[src/rtl/vend_pkg.sv]
// Shared types for the vending transaction controller.
// State encodings and the channel-index width helper.
package vend_pkg;

    typedef enum logic [1:0] {
        ST_IDLE   = 2'd0,
        ST_CREDIT = 2'd1,
        ST_VEND   = 2'd2,
        ST_CHANGE = 2'd3
    } state_t;

    function automatic int idx_w(input int n);
        return (n > 1) ? $clog2(n) : 1;
    endfunction

endpackage

[src/rtl/vend_stock_bank.sv]
// Per-channel stock counters with single-channel decrement and bulk reload.
// Counters saturate at zero so a channel can never wrap.
module vend_stock_bank
    import vend_pkg::*;
#(
    parameter int NUM_GOODS  = 4,
    parameter int STOCK_W    = 4,
    parameter int INIT_STOCK = 9,
    parameter int IDX_W      = idx_w(NUM_GOODS)
) (
    input  logic                         clk,
    input  logic                         rst,
    input  logic                         dec,
    input  logic [IDX_W-1:0]             dec_idx,
    input  logic                         reload,
    output logic [NUM_GOODS*STOCK_W-1:0] stock_cnt,
    output logic [NUM_GOODS-1:0]         sold_out
);

    always_ff @(posedge clk) begin
        for (int i = 0; i < NUM_GOODS; i++) begin
            if (rst || reload) begin
                stock_cnt[i*STOCK_W +: STOCK_W] <= STOCK_W'(INIT_STOCK);
            end else if (dec && dec_idx == IDX_W'(i)
                         && stock_cnt[i*STOCK_W +: STOCK_W] != '0) begin
                stock_cnt[i*STOCK_W +: STOCK_W] <=
                    stock_cnt[i*STOCK_W +: STOCK_W] - 1'b1;
            end
        end
    end

    always_comb begin
        sold_out = '0;
        for (int i = 0; i < NUM_GOODS; i++) begin
            sold_out[i] = (stock_cnt[i*STOCK_W +: STOCK_W] == '0);
        end
    end

endmodule

[src/rtl/vend_ctrl.sv]
// Vending transaction controller: credit accumulation, selection check,
// vend/change sequencing, cancel and inactivity refund.
module vend_ctrl
    import vend_pkg::*;
#(
    parameter int NUM_GOODS   = 4,
    parameter int PRICE_W     = 8,
    parameter int CREDIT_W    = 12,
    parameter int STOCK_W     = 4,
    parameter int INIT_STOCK  = 9,
    parameter int TIMEOUT_CYC = 5000,
    localparam int IDX_W      = idx_w(NUM_GOODS)
) (
    input  logic                         clk,
    input  logic                         rst,
    input  logic                         coin_valid,
    input  logic [CREDIT_W-1:0]          coin_value,
    input  logic [NUM_GOODS-1:0]         sel,
    input  logic                         buy,
    input  logic                         cancel,
    input  logic                         restock,
    input  logic [NUM_GOODS*PRICE_W-1:0] price_table,
    output logic [CREDIT_W-1:0]          credit,
    output logic [PRICE_W-1:0]           sel_price,
    output logic                         vend_valid,
    output logic [IDX_W-1:0]             vend_idx,
    output logic                         change_valid,
    output logic [CREDIT_W-1:0]          change_amt,
    output logic                         coin_reject,
    output logic                         no_funds,
    output logic [NUM_GOODS-1:0]         sold_out,
    output logic [NUM_GOODS*STOCK_W-1:0] stock_cnt,
    output logic [1:0]                   state
);

    localparam int TW = $clog2(TIMEOUT_CYC);

    state_t               st;
    logic [TW-1:0]        timer;
    logic [NUM_GOODS-1:0] sel_q;
    logic [PRICE_W-1:0]   lat_price;
    logic [IDX_W-1:0]     sel_idx;
    logic [PRICE_W-1:0]   price_mux;
    logic                 sel_ok;
    logic [CREDIT_W:0]    sum;
    logic [CREDIT_W-1:0]  cr_coin;
    logic                 coin_open;
    logic                 coin_ok;
    logic                 rej;
    logic                 can_buy;
    logic                 activity;

    always_comb begin
        sel_idx   = '0;
        price_mux = '0;
        for (int i = 0; i < NUM_GOODS; i++) begin
            if (sel[i]) begin
                sel_idx   = IDX_W'(i);
                price_mux = price_table[i*PRICE_W +: PRICE_W];
            end
        end
        sel_ok    = (sel != '0)
                    && ((sel & (sel - NUM_GOODS'(1))) == '0);
        sel_price = sel_ok ? price_mux : '0;
    end

    // Coin sum is one bit wider so overflow clamps to full scale.
    always_comb begin
        sum       = {1'b0, credit} + {1'b0, coin_value};
        coin_open = (st == ST_IDLE) || (st == ST_CREDIT);
        coin_ok   = coin_valid && coin_open && (coin_value != '0);
        rej       = coin_valid
                    && (!coin_open || coin_value == '0 || sum[CREDIT_W]);
        cr_coin   = credit;
        if (coin_ok) begin
            cr_coin = sum[CREDIT_W] ? '1 : sum[CREDIT_W-1:0];
        end
        can_buy   = (st == ST_CREDIT) && sel_ok && !sold_out[sel_idx]
                    && (credit >= CREDIT_W'(sel_price));
        activity  = coin_valid || buy || cancel || (sel != sel_q);
    end

    always_ff @(posedge clk) begin
        if (rst) begin
            st           <= ST_IDLE;
            credit       <= '0;
            vend_valid   <= 1'b0;
            vend_idx     <= '0;
            change_valid <= 1'b0;
            change_amt   <= '0;
            coin_reject  <= 1'b0;
            no_funds     <= 1'b0;
            timer        <= '0;
            sel_q        <= '0;
            lat_price    <= '0;
        end else begin
            vend_valid   <= 1'b0;
            change_valid <= 1'b0;
            coin_reject  <= rej;
            no_funds     <= 1'b0;
            sel_q        <= sel;
            unique case (st)
                ST_IDLE: begin
                    timer    <= '0;
                    credit   <= cr_coin;
                    no_funds <= buy;
                    if (coin_ok) st <= ST_CREDIT;
                end
                ST_CREDIT: begin
                    credit <= cr_coin;
                    if (cancel) begin
                        st           <= ST_CHANGE;
                        change_amt   <= cr_coin;
                        change_valid <= 1'b1;
                        credit       <= '0;
                        timer        <= '0;
                    end else if (buy && can_buy) begin
                        st         <= ST_VEND;
                        vend_valid <= 1'b1;
                        vend_idx   <= sel_idx;
                        lat_price  <= sel_price;
                        timer      <= '0;
                    end else if (activity) begin
                        no_funds <= buy;
                        timer    <= '0;
                    end else if (timer == TW'(TIMEOUT_CYC - 1)) begin
                        st           <= ST_CHANGE;
                        change_amt   <= credit;
                        change_valid <= 1'b1;
                        credit       <= '0;
                        timer        <= '0;
                    end else begin
                        timer <= timer + 1'b1;
                    end
                end
                ST_VEND: begin
                    st           <= ST_CHANGE;
                    change_amt   <= credit - CREDIT_W'(lat_price);
                    change_valid <= (credit != CREDIT_W'(lat_price));
                    credit       <= '0;
                    no_funds     <= buy;
                end
                ST_CHANGE: begin
                    st       <= ST_IDLE;
                    no_funds <= buy;
                end
            endcase
        end
    end

    assign state = st;

    // Stock is debited while in VEND; a restock there would race it.
    vend_stock_bank #(
        .NUM_GOODS  (NUM_GOODS),
        .STOCK_W    (STOCK_W),
        .INIT_STOCK (INIT_STOCK),
        .IDX_W      (IDX_W)
    ) u_stock (
        .clk       (clk),
        .rst       (rst),
        .dec       (st == ST_VEND),
        .dec_idx   (vend_idx),
        .reload    (restock && (st != ST_VEND)),
        .stock_cnt (stock_cnt),
        .sold_out  (sold_out)
    );

endmodule

[config.mk]
export PLATFORM = sky130hd
export DESIGN_NAME = vend_ctrl
export DESIGN_NICKNAME = d
export VERILOG_FILES = /design/src/rtl/vend_pkg.sv /design/src/rtl/vend_stock_bank.sv /design/src/rtl/vend_ctrl.sv
export SDC_FILE = /design/constraint.sdc
export NUM_CORES = 1
export LEC_CHECK = 0
export ABC_AREA = 1
export CORE_MARGIN = 5
export CORE_UTILIZATION = 50
export CTS_BUF_LIST = sky130_fd_sc_hd__clkbuf_4
export DETAILED_ROUTE_END_ITERATION = 12
export PLACE_DENSITY = 0.77
export SETUP_SLACK_MARGIN = 0.5
export SYNTH_ARGS = -nofsm -noshare
export SYNTH_HDL_FRONTEND = slang
export SYNTH_SLANG_ARGS = --single-unit
[constraint.sdc]
create_clock -name clk -period 3.85 [get_ports clk]
set_clock_uncertainty 0.15 [all_clocks]
set_input_delay 0.77 -clock clk [delete_from_list [all_inputs] [get_ports clk]]
set_output_delay 0.77 -clock clk [all_outputs]
set_load 0.05 [all_outputs]
==> After elaboration in Yosys (flattened, before gate mapping) <==
Cells that the tools add are included.
W data, S select, Z words.
{ "classes": {"add_sub_neg": 8, "order_cmp": 2, "n_eq_ne": 16, "n_mux": 43, "n_bitwise": 3, "n_reduce_logical": 48} }
{ "op_table": {"columns": ["operator", "n"], "rows": [
  ["$mux W12", 10],
  ["$mux W13", 4],
  ["$mux W8", 5],
  ["$pmux W12 S3", 1],
  ["$pmux W13 S2", 1],
  ["$pmux W12 S2", 1],
  ["$logic_not A4 Y1", 5],
  ["$reduce_bool A4 Y1", 5],
  ["$sub A4 B1 Y4 const B", 5],
  ["$logic_and A1 B1 Y1", 17],
  ["$mux W2", 7],
  ["$add A12 B12 Y13", 1],
  ["$add A13 B1 Y13 const B", 1],
  ["$eq A13 B13 Y1 const B", 1],
  ["$ge A12 B8 Y1", 1],
  ["$logic_not A12 Y1", 1],
  ["$ne A12 B8 Y1", 1],
  ["$reduce_bool A12 Y1", 1],
  ["$sub A12 B8 Y12", 1],
  ["$mux W1", 10],
  ["$eq A2 B2 Y1 const B", 4],
  ["$pmux W2 S4", 1],
  ["$logic_or A1 B1 Y1", 7],
  ["$ne A3 B3 Y1 const B", 2],
  ["other kinds (18)", 27]
]} }
{ "word_totals": {"regBits": 73, "input_bits": 54, "output_inout_bits": 60, "elab_cells": 135} }

==> Depth between registers and ports, before layout <==
{ "logic_depth": {"word_depth": 12, "ltp_mapped": 20, "mapped_depth_nobuf": 20} }

==> By module <==
Synthesis repeated with hierarchy kept, for this count alone.
{ "hier_totals": {"hier_cells": 870, "hier_area_um2": 5400.2} }
{ "modules_own_cells": {"columns": ["mod", "instances", "cells_per_inst", "area_each_um2", "seq_area_each_um2"], "rows": [
  ["vend_ctrl", 1, 716, 4455.5, 1141.1],
  ["vend_stock_bank", 1, 154, 944.7, 320.3]
]} }

==> Worst setup path before layout <==
Ideal clock, no wire load.
{ "synth_timing": {"path_kind": "input to register", "startpoint": "input port sel[1]", "endpoint": "register lat_price[6]", "setup_time_ps": 118, "t_arrival_ps": 4030, "required_time_ps": 3582, "setup_slack_ps": -448, "cell_stages": 14, "path_buffers": 2, "path_cell_list": "buf_2 nor2_2 nand2_1 a311oi_1 ha_1 nand2_1 nor2_1 nand3_1 nand3_1 nand4_4 clkinv_4 buf_8 o21ai_1 a21oi_2"} }
{ "synth_via": {"word_cells_on_any_way": 21, "classes_between": "add/sub: 1; order compare: 1; mux: 9; bitwise: 1; reduce/logical: 9"} }
{ "synth_lines": {"columns": ["element", "line", "text"], "rows": [
  ["start, declared", "vend_ctrl.sv:18", "input logic [NUM_GOODS-1:0] sel,"],
  ["$sub A4 B1 Y4", "vend_ctrl.sv:63", "&& ((sel & (sel - NUM_GOODS'(1))) == '0);"],
  ["$and A4 B4 Y4", "vend_ctrl.sv:63", null],
  ["$logic_not A4 Y1", "vend_ctrl.sv:63", null],
  ["$logic_and A1 B1 Y1", "vend_ctrl.sv:63", null],
  ["$mux W8 *", "vend_ctrl.sv:64", "sel_price = sel_ok ? price_mux : '0;"],
  ["net sel_price[0]", "vend_ctrl.sv:24", "output logic [PRICE_W-1:0] sel_price,"],
  ["$ge A12 B8 Y1 *", "vend_ctrl.sv:79", "&& (credit >= CREDIT_W'(sel_price));"],
  ["$logic_and A1 B1 Y1 *", "vend_ctrl.sv:79", null],
  ["$logic_and A1 B1 Y1 *", "vend_ctrl.sv:117", "end else if (buy && can_buy) begin"],
  ["$reduce_and A3 Y1 (no line) *", null, null],
  ["end signal, assigned", "vend_ctrl.sv:121", "lat_price <= sel_price;"],
  ["end, declared", "vend_ctrl.sv:41", "logic [PRICE_W-1:0] lat_price;"]
]} }
The timed path passes the listed nets; every way through them passes the cells marked *. The select of a mux whose other input is x is not followed.
A chain may end at the register's enable or synchronous reset.

==> Worst setup path after layout <==
{ "layout_timing": {"startpoint": "input port sel[2]", "endpoint": "output port sel_price[0]"} }
{ "layout_via": {"elab_chain_len": 5, "word_cells_on_any_way": 8, "classes_between": "add/sub: 1; mux: 3; bitwise: 1; reduce/logical: 3"} }
{ "layout_lines": {"columns": ["element", "line"], "rows": [
  ["$sub A4 B1 Y4", "vend_ctrl.sv:63"],
  ["$and A4 B4 Y4", "vend_ctrl.sv:63"],
  ["$logic_not A4 Y1", "vend_ctrl.sv:63"],
  ["$logic_and A1 B1 Y1", "vend_ctrl.sv:63"],
  ["$mux W8 *", "vend_ctrl.sv:64"],
  ["end, declared", "vend_ctrl.sv:24"]
]} }
Mark *: on every way between the ends. The rest lies on a longest branch, timed or not.

==> impl.org <==
** Power and ir drop
- The internal power of the cells totals 0.00205 W.
- Of the total power, the share spent switching nets is 0.531.
- The worst-case IR drop observed on VDD is 0.280 mV.
- Comb pwr share :: 0.665
- Reported net switching power :: 0.00232 W
- Leakage Power :: 3.27 nW
- Register share of total power :: 0.243
- The share of total power dissipated in the clock network is 0.092.
- Power density over cell area :: 608 nW/um^2

** Synthesis
- Of the total synthesized cell area, the portion taken by full adders, half adders and majority gates is 0.0985.
- Flops & latches, synth :: 73
- Syn Std Cell Area :: 5230 um^2
- Number of synthesized flops with an enable pin :: 0
- For this run, the register share of the synthesized area comes to 0.279.
- Xor/xnor cell area share of the yosys netlist :: 0.0285
- Cells after synthesis :: 805
- The netlist uses 47 different library cells.
- The most used flip-flop cell after synthesis is dfxtp_1.
- Of the total synthesized cell area, the portion taken by AND, OR, NAND and NOR gates is 0.308.
- Complex-gate fraction of the synthesized area :: 0.184
- Main combinational cell family by area after synthesis :: simple AND/OR/NAND/NOR gates
- Syn_area_per_cell :: 6.50 um^2
- Post-synth ARST share :: 0
- Total nets after synthesis :: 899
- Measured against the total synthesized area, the mux share comes to 0.
- Count of synthesis-stage warnings from yosys :: 0

** Clock tree
- Reg clk slew, reported paths :: 0.12 ns
- Clock Sink Count :: 73
- TritonCTS clock tree :: built
- The clock passes through at most 2 buffers.
- H-Tree Depth :: 3
- Counting the buffers created by CTS gives 9.
- The tree is rooted in a clkbuf_4.
- The clock reaches the later pin of the worst-skew pair after 0.42 ns.

** Die
- Floorplan die area :: 12600 um^2
- Number of top-level pins :: 114
- DIE WIDTH :: 112 um
- Die extent in y :: 112 um
- Area of the core :: 10300 um^2
- Rows :: 37
- For this configuration, the core starts out at a cell density of 0.509.

** Layout
- Fill cells in the final layout number 882.
- In the layout the commonest cells are 177 x nand2_1, 101 x clkdlybuf4s50_1, 100 x inv_1.
- 0 antenna diodes ended up in the layout.
- Share of layout cells above drive strength 1 :: 0.124
- The library cell used most frequently in the layout, excluding fill and tap cells, is nand2_1.
- Flip-flop and latch area :: 1460 um^2
- Compared with the post-synthesis result, the final layout area differs by 37.3%.
- Fin util :: 0.699
- After the last flow step, the layout net total stands at 1051.
- Area of combinational cells with multiple inputs :: 3400 um^2

** GRT
- In the global route stage, overall resource usage came out at 0.244.
- Wire length of the first global-routing pass :: 26.0 mm
- After global routing the overflow that remains totals 0.
- Via count of the first global-routing pass :: 5701
- Number of antenna violations at the first check in global routing :: 0
- Entering global routing, the biggest net connects 28 pins.

** Routing
- DRC errors left :: 0
- The first detailed-routing pass took 5 iterations.
- The routed layout has 5837 vias.
- Detail Route Antenna Nets :: 0
- Post-detailed-route wirelength per cell :: 14.4 um
- Vias per Instance :: 5.32
- For this block, the routed nets add up to 15.8 mm of wire.
- Count of routing violations after the opening detailed-route iteration :: 421

** Placed design
- Detailed placer's ending HPWL :: 12.4 mm
- Number of buffers inserted by port buffering :: 113
- At the end of routability-driven placement, the weighted congestion stood at 0.872.
- Worst slack, placed :: -0.198 ns

** Setup path
- For the worst setup path, the data arrival time is 2.31 ns.
- Kind of critical path :: in -> out
- CP Max Fanout :: 4
- Data required time at the worst endpoint :: 2.93 ns
- Type of destination of the critical path :: output pin
- STA classifies the critical path startpoint as a primary input.

** Timing
- Setup violations remaining at the end of the flow were counted as 0.
- Maximum clock rate :: 309 MHz
- Number of endpoints with negative hold slack in the final report :: 0
- In the post-route analysis, the smallest setup slack over all paths is 0.618 ns.
- Final critical-path share of the clock period :: 0.839
- Unrepaired setup endpoints after global routing :: false
- Minimum period implied by the final worst setup slack :: 3.23 ns
- Transition time at the pin with the least slew margin :: 0.868 ns
- Headroom to the max-slew limit came out at 0.420.
- The total count of max-transition violations in the final report is 0.

** Job
- # Max-Cap Violations :: 0

** Run status
- The flow ran to the end, and the final reports show no timing, DRC or antenna violations.

** Worst hold path
- The worst hold path belongs to the class reg -> reg.
-- synth_stat cells, types with 4 or more instances --
cell / instances / area (um^2)
nor3_1: 19 / 95.1
nand2_1: 178 / 668
nand3b_1: 4 / 30.0
nand4_1: 6 / 37.5
a21oi_1: 84 / 420
o21ai_0: 59 / 295
inv_2: 5 / 18.8
xnor2_1: 5 / 43.8
clkbuf_1: 9 / 33.8
o22ai_1: 8 / 50.1
nand3_1: 51 / 255
nand2_2: 6 / 37.5
a31oi_1: 4 / 25.0
xor2_1: 12 / 105
buf_2: 7 / 35.0
ha_1: 38 / 475
inv_1: 104 / 390
a221o_1: 5 / 50.1
nor2_1: 88 / 330
dfxtp_1: 73 / 1460
-- metrics by stage --
step | total power (W) | hold WS, ns | setup TNS (ns) | area [um^2] | instances
global placement | 0.00377 | 0.303 | -0.166 | 6850 | 1061
global route | 0.00471 | 0.366 | 0 | 7190 | 1097
finish | 0.00437 | 0.336 | 0 | 7190 | 1097
detailed placement | 0.00384 | 0.320 | -1.63 | 6850 | 1061
floorplan | 0.00301 | 0.283 | 0 | 5380 | 805
CTS | 0.00426 | 0.337 | 0 | 7030 | 1084
-- per-layer routing --
| metal | GRT usage | part of all wire | up-vias |
|---|---|---|---|
| li1 | - | - | 2948 |
| met1 | 0.294 | 0.42 | 2645 |
| met2 | 0.430 | 0.49 | 218 |
| met3 | 0.0496 | 0.073 | 26 |
| met4 | 0.0841 | 0.023 | 0 |
| met5 | 0 | 0 | - |
-- power groups by stage --
stage          registers [W]  clock network [W]  logic (W)
6_report             0.00106           0.000403    0.00291
5_1_grt              0.00108           0.000448    0.00319
4_1_cts              0.00105           0.000412    0.00280
3_5_place_dp         0.00107                  0    0.00277
3_3_place_gp         0.00107                  0    0.00270
2_1_floorplan        0.00139                  0    0.00162
-- area by class of cell --
cell class / instances / area share
Clock buffer: 9 / 0.00940
Inverter: 110 / 0.0629
Timing Repair Buffer: 160 / 0.221
Timing Repair inverter: 1 / 0.000871
Clock inverter: 6 / 0.00488
Tap cell: 136 / 0.0237
Sequential cell: 73 / 0.203
Multi-Input combinational cell: 602 / 0.474
-- repair_timing --
action / in CTS / in global routing
cloned: 1 / 1
hold buffers: 0 / 0
setup buffers: 7 / 12
resized for setup: 5 / 15
setup endpoints to repair: 20 / 18
pin swaps: 3 / 9
-- worst max-delay path: stages --
cell,delay (ns)
dlymetal6s2s_1,0.13
buf_6,0.14
inv_12,0.06
nand2_8,0.06
inv_6,0.05
nand3_2,0.06
nand2_2,0.10
clkinvlp_4,0.11
buf_4,0.14
buf_4,0.13
a311oi_4,0.29
buf_6,0.16
buf_12,0.13
-- worst paths after layout --
check                           startpoint           end  slack [ns]  cells after the start
worst max-delay path                sel[2]  sel_price[0]        0.62                     13
worst min-delay path             timer[12]     timer[12]        0.34                      2
worst max register to register   credit[1]     credit[5]        1.13                     14
worst min register to register   timer[12]     timer[12]        0.34                      2
-- kinds of logic after synthesis --
family          Yosys count
fa+ha+maj                40
flops                    73
simple gates            368
compound gates          176
xor+xnor                 17
buf+inv                 131
-- flip-flops by register name, summed over array words and instances (netlist names) --
name / flops
change_amt: 12
change_valid: 1
coin_reject: 1
credit: 12
lat_price: 8
no_funds: 1
sel_q: 4
state: 2
timer: 13
u_stock.stock_cnt: 16
vend_idx: 2
vend_valid: 1
Note: power is estimated with default switching activity, not from simulation.
